<file path="src/rtl/if_stage.sv">
// Purpose : instruction fetch; sequential PC, 1-cycle imem reads, small fetch buffer, redirect flush.
// Latency : issue in cycle N, instruction visible to decode in cycle N+2; one per cycle when streaming.
// Backpr. : credit check (buffered + in-flight - popped < BUF_DEPTH) stops issue before the buffer can overflow.
//
// Ports:
//   clk, resetn         clock; synchronous active-low reset
//   ds_allowin          decode accepts fs_data this cycle
//   branch_data         {br_taken, br_target} from decode, combinational one-cycle pulse
//   inst_en, inst_addr  instruction memory read request / word-aligned address
//   inst_rdata          read data, valid one cycle after inst_en
//   fs_to_ds_valid      fs_data carries a valid instruction
//   fs_data             {instr, pc} of the buffer head, zero when empty
module if_stage #(
    parameter logic [31:0] RESET_PC  = 32'h8000_0000,
    parameter int          BUF_DEPTH = 2
) (
    input  logic        clk,
    input  logic        resetn,
    input  logic        ds_allowin,
    input  logic [32:0] branch_data,
    output logic        inst_en,
    output logic [31:0] inst_addr,
    input  logic [31:0] inst_rdata,
    output logic        fs_to_ds_valid,
    output logic [63:0] fs_data
);

    localparam int PW = (BUF_DEPTH > 1) ? $clog2(BUF_DEPTH) : 1;
    // One extra bit beyond count's 0..BUF_DEPTH range so the credit sum cannot wrap.
    localparam int CW = PW + 2;

    logic [31:0] fetch_pc;
    logic [31:0] req_pc;
    logic        inflight;
    logic        drop;
    logic [63:0] buf_mem [BUF_DEPTH];
    logic [PW-1:0] wr_ptr;
    logic [PW-1:0] rd_ptr;
    logic [CW-1:0] count;

    logic          br_taken;
    logic [31:0]   br_target;
    logic          buf_nonempty;
    logic          pop;
    logic          push;
    logic [CW-1:0] occupancy;
    logic          unused_br_low;

    assign br_taken      = branch_data[32];
    // Targets are forced onto a word boundary; the low bits are ignored.
    assign br_target     = {branch_data[31:2], 2'b00};
    assign unused_br_low = ^branch_data[1:0];

    assign buf_nonempty   = (count != '0);
    // A redirect kills the head in the same cycle, so decode never sees it.
    assign fs_to_ds_valid = resetn & buf_nonempty & ~br_taken;
    assign fs_data        = (resetn && buf_nonempty) ? buf_mem[rd_ptr] : 64'h0;
    assign pop            = fs_to_ds_valid & ds_allowin;

    // pop implies count != 0, so the subtraction never underflows.
    assign occupancy = count + CW'(inflight) - CW'(pop);
    // A redirect always issues its target fetch: the buffer is flushed at the
    // end of this cycle, so the credit for that response is guaranteed.
    assign inst_en   = resetn & (br_taken | (occupancy < CW'(BUF_DEPTH)));
    assign inst_addr = br_taken ? br_target : fetch_pc;

    // The response landing in a redirect cycle belongs to the old path.
    assign push = inflight & ~drop & ~br_taken;

    always_ff @(posedge clk) begin
        if (!resetn) begin
            fetch_pc <= RESET_PC;
            req_pc   <= 32'h0;
            inflight <= 1'b0;
            drop     <= 1'b0;
            wr_ptr   <= '0;
            rd_ptr   <= '0;
            count    <= '0;
        end else begin
            inflight <= inst_en;
            // A redirect that issued nothing would leave a wrong-path response
            // outstanding; mark it so it is not pushed next cycle.
            drop     <= br_taken & ~inst_en;
            if (inst_en) begin
                req_pc   <= inst_addr;
                fetch_pc <= inst_addr + 32'd4;
            end
            if (br_taken) begin
                wr_ptr <= '0;
                rd_ptr <= '0;
                count  <= '0;
            end else begin
                if (push) begin
                    wr_ptr <= wr_ptr + PW'(1);
                end
                if (pop) begin
                    rd_ptr <= rd_ptr + PW'(1);
                end
                count <= count + CW'(push) - CW'(pop);
            end
        end
    end

    // Buffer storage needs no reset: entries are only read when count says valid.
    always_ff @(posedge clk) begin
        if (resetn && push) begin
            buf_mem[wr_ptr] <= {inst_rdata, req_pc};
        end
    end

    // The credit rule must make this unreachable.
    a_no_overflow: assert property (@(posedge clk) disable iff (!resetn)
        !(push && !pop && (count == CW'(BUF_DEPTH))));

endmodule

</file>
<file path="config.mk">
export PLATFORM = sky130hd
export DESIGN_NAME = if_stage
export DESIGN_NICKNAME = d
export VERILOG_FILES = /design/src/rtl/if_stage.sv
export SDC_FILE = /design/constraint.sdc
export NUM_CORES = 1
export LEC_CHECK = 0
export BUFFER_PORTS_ARGS = -buffer_cell sky130_fd_sc_hd__buf_4
export CAP_MARGIN = 40
export CORE_ASPECT_RATIO = 0.75
export CORE_MARGIN = 3
export CORE_UTILIZATION = 32
export CTS_BUF_LIST = sky130_fd_sc_hd__clkbuf_8
export DETAILED_ROUTE_END_ITERATION = 10
export GPL_ROUTABILITY_DRIVEN = 0
export SLEW_MARGIN = 20
export SYNTH_ARGS = -nofsm -noshare
export SYNTH_HDL_FRONTEND = slang
export SYNTH_SLANG_ARGS = --single-unit
</file>
<file path="constraint.sdc">
create_clock -name clk -period 6.31 [get_ports clk]
set_input_delay 0.3155 -clock clk [delete_from_list [all_inputs] [get_ports clk]]
set_output_delay 0.3155 -clock clk [all_outputs]
set_load 0.02 [all_outputs]
</file>
==> flow_metrics.tcl <==
set metrics [dict create \
    vias 5929 \
    synth_edf_count 128 \
    grt-ovfl-total 0 \
    clockRootBuffer "clkbuf_8" \
    path_clk_slew_ns 0.09 \
    path_common_cell "buf_4" \
    grt_pass1_vias 5958 \
    ys_async_sr_fraction 0 \
    h-tree-depth 4 \
    cts_made_buffers 17 \
    drt_pass1_iterations 6 \
    ys.flop_type "edfxtp_1" \
    fin_crit_sh 0.656 \
    stdcell_count 1233 \
    reg2reg_to "fetch_pc[21]" \
    num_antenna_cells 0 \
    cp-endpoint "inst_en" \
    status "finished clean" \
    fmax_mhz 241 \
    post-place-cells 1167 \
    postPlaceCellArea_um2 10100 \
    maxCapViolations 0 \
    setup-tns-final_ns 0 \
    rr_startpoint "count[2]" \
    setup_viol 0 \
    synth_most_common_cell "edfxtp_1" \
    io-pin-count 166 \
    yosysUniqueCellTypes 57 \
    fp.dieW_um 194 \
    final.min_clock_period_ns 4.14 \
    finalHoldViolCount 0 \
    syn_nets 766 \
    cts.sinks 198 \
    nNetsFinal 956 \
    rows 50 \
    final_layout_size_suffix_gt1_frac 0.258 \
    netlist_top_cells_area "edfxtp_1 45%, dfxtp_1 17%, mux2i_1 10%, nor2_1 3.5%, nand2_1 2.7%" \
    ys_seq_area_frac 0.619 \
    r2r_slack_ns 2.83 \
    worst_pin_slew_ns 0.681 \
    synthCells 692 \
    yosysTopAreaCell "edfxtp_1" \
    core_area_um2 25500 \
    startpoint "branch_data[32]" \
    antenna_found_initial 0 \
    finClkSkew_ns 0.0176 \
    synth_commonest_cells "128 x edfxtp_1, 88 x mux2i_1, 80 x nor2_1" \
    grt_max_degree 65 \
    avgViaCountPerCell 4.81 \
    synthToLayoutAreaGrowth_pct 27.6 \
    clock_latency_ns 0.47 \
    die_area_um2 28500 \
    fin_area_um2 10800 \
    p_per_area_nw_per_um2 228 \
    cts_tree "built" \
    avgSynthCellArea_um2 12.2 \
    remaining_drc_errors 0 \
    critical_path_arrival_ns 3.83 \
    grt_pass1_wl_um 34100 \
    routedWlPerCell_um 17.5 \
    relSlewSlack 0.533 \
    p_leak_nw 4.17 \
    cts_resized 0 \
    drv_slew 0 \
    cp-start-kind "input pin" \
    slowest_delay_ns 0.57 \
    cp_data_required_time_ns 5.99 \
    ant_nets 0 \
    finalWirelength_um 21500 \
    cp_cell_sequence "buf_4 -> nand2b_1 -> nor2_1 -> and2_1 -> ha_1 -> nor2b_1 -> fa_1 -> xnor3_1 -> o21bai_1 -> buf_4 -> nand2_1 -> clkinv_1 -> buf_4" \
    crit_path_top_delay_cell "clkinv_1" \
    die_h_um 147 \
    drt_iter0_drc 345 \
    initial_core_util 0.333 \
    peakVddDrop_mv 0.130 \
    grt_usage 0.154 \
    synth_top_area_frac 0.454 \
    port_buffers 163 \
    yosysWarnings 0 \
    synthesis.area_um2 8470 \
    dp_hpwl_um 14600 \
    rsz0062_at_grt "false" \
    rr_worst_depth 13 \
    critPathKind "in -> out" \
    clock_path_buffers 2 \
    worstSetupEndpointType "primary output" \
    hold_path_class "in -> reg" \
    crit_path_max_fanout 41 \
    synth-seq-cells 198 \
]
[worst min-delay path by stage]
stage,start,end,slack (ns),cells after the start
after detailed placement,req_pc[19],buf_mem[1][19],0.44,0
after floorplan,inst_rdata[0],buf_mem[0][32],0.41,0
after CTS,inst_rdata[11],buf_mem[0][43],0.002,1
after global routing,branch_data[2],req_pc[2],0.21,3
final,branch_data[21],req_pc[21],0.21,3
after global placement,req_pc[16],buf_mem[0][16],0.43,0
[stage by stage]
stage                     setup slack, ns   util  hold slack [ns]  total power [mW]
final                                2.17  0.425            0.213              2.46
after floorplan                      2.17      -            0.414              1.62
after CTS                            2.21  0.422          0.00190              2.49
after global placement               2.25  0.395            0.434              1.74
after detailed placement             2.23  0.397            0.441              1.75
after global routing                 1.96  0.425            0.209              2.58
[critical path, delay by kind of cell]
| kind | cells | cell delay, ns |
|---|---|---|
| adders and majority gates | 2 | 0.66 |
| buffers and inverters | 4 | 1.61 |
| xor gates and xnor gates | 1 | 0.24 |
| AOI/OAI and AO/OA | 1 | 0.07 |
| and+or+nand+nor | 5 | 0.87 |
[layout make-up]
class / count / area [um2]
inverters: 29 / 109
fillers: 2423 / 14700
well taps: 338 / 423
clock buffers: 17 / 234
flip-flops and latches: 198 / 5250
multi-input cells: 430 / 2990
repair buffers: 206 / 1700
clock inverters: 15 / 106
[layer usage]
metal / GRT usage / vias to the layer above / part of all wire
li1: - / 2881 / -
met1: 0.214 / 2833 / 0.48
met2: 0.238 / 196 / 0.44
met3: 0.0422 / 19 / 0.068
met4: 0.0427 / 0 / 0.014
met5: 0 / - / 0
[placed cells by master (no fill, tap or decap), drive strengths merged, types with 2 or more instances in the layout]
cell type	n
a211oi	2
a21o	2
a21oi	5
a221o	2
a221oi	2
a22o	8
a22oi	7
a32o	2
a32oi	4
and2	7
buf	174
clkbuf	17
clkinv	6
clkinvlp	2
dfxtp	70
dlygate4sd3	32
edfxtp	128
fa	2
ha	4
inv	36
mux2	13
mux2i	88
nand2	62
nand2b	3
nand3	28
nand3b	6
nand4	16
nand4b	7
nor2	80
nor2b	7
nor3	6
o211a	3
o21ai	27
o31ai	2
or4	3
xnor2	18
[power by group]
part	internal, mW	total [mW]	leakage (nW)	switching (mW)
logic	0.125	0.280	2.24	0.155
clock network	0.275	0.729	0.183	0.454
registers	1.42	1.45	1.75	0.0302
total	1.82	2.46	4.17	0.639
[registers in the layout, indices dropped and copies added (netlist names), named ones only]
register / cells
count: 3
inflight: 1
req_pc: 30
drop: 1
buf_mem: 128
wr_ptr: 1
rd_ptr: 1
fetch_pc: 32
[repair_timing]
item	in CTS	in global routing
hold endpoints to repair	60	4
hold buffers	30	2
setup buffers	0	0
[logic make-up (layout without fill, tap and decap cells)]
| kind of cell | after synthesis | count (layout) | share of synthesized area |
|---|---|---|---|
| xor gates and xnor gates | 19 | 19 | 0.0213 |
| buffers and inverters | 64 | 267 | 0.0309 |
| other | 1 | 1 | 0.000443 |
| muxes | 101 | 101 | 0.121 |
| AOI/OAI and AO/OA | 74 | 74 | 0.0644 |
| adders and majority gates | 6 | 6 | 0.0106 |
| and+or+nand+nor | 229 | 229 | 0.132 |
| DFF | 198 | 198 | 0.619 |
No activity file was read; power rests on OpenSTA's default activity.
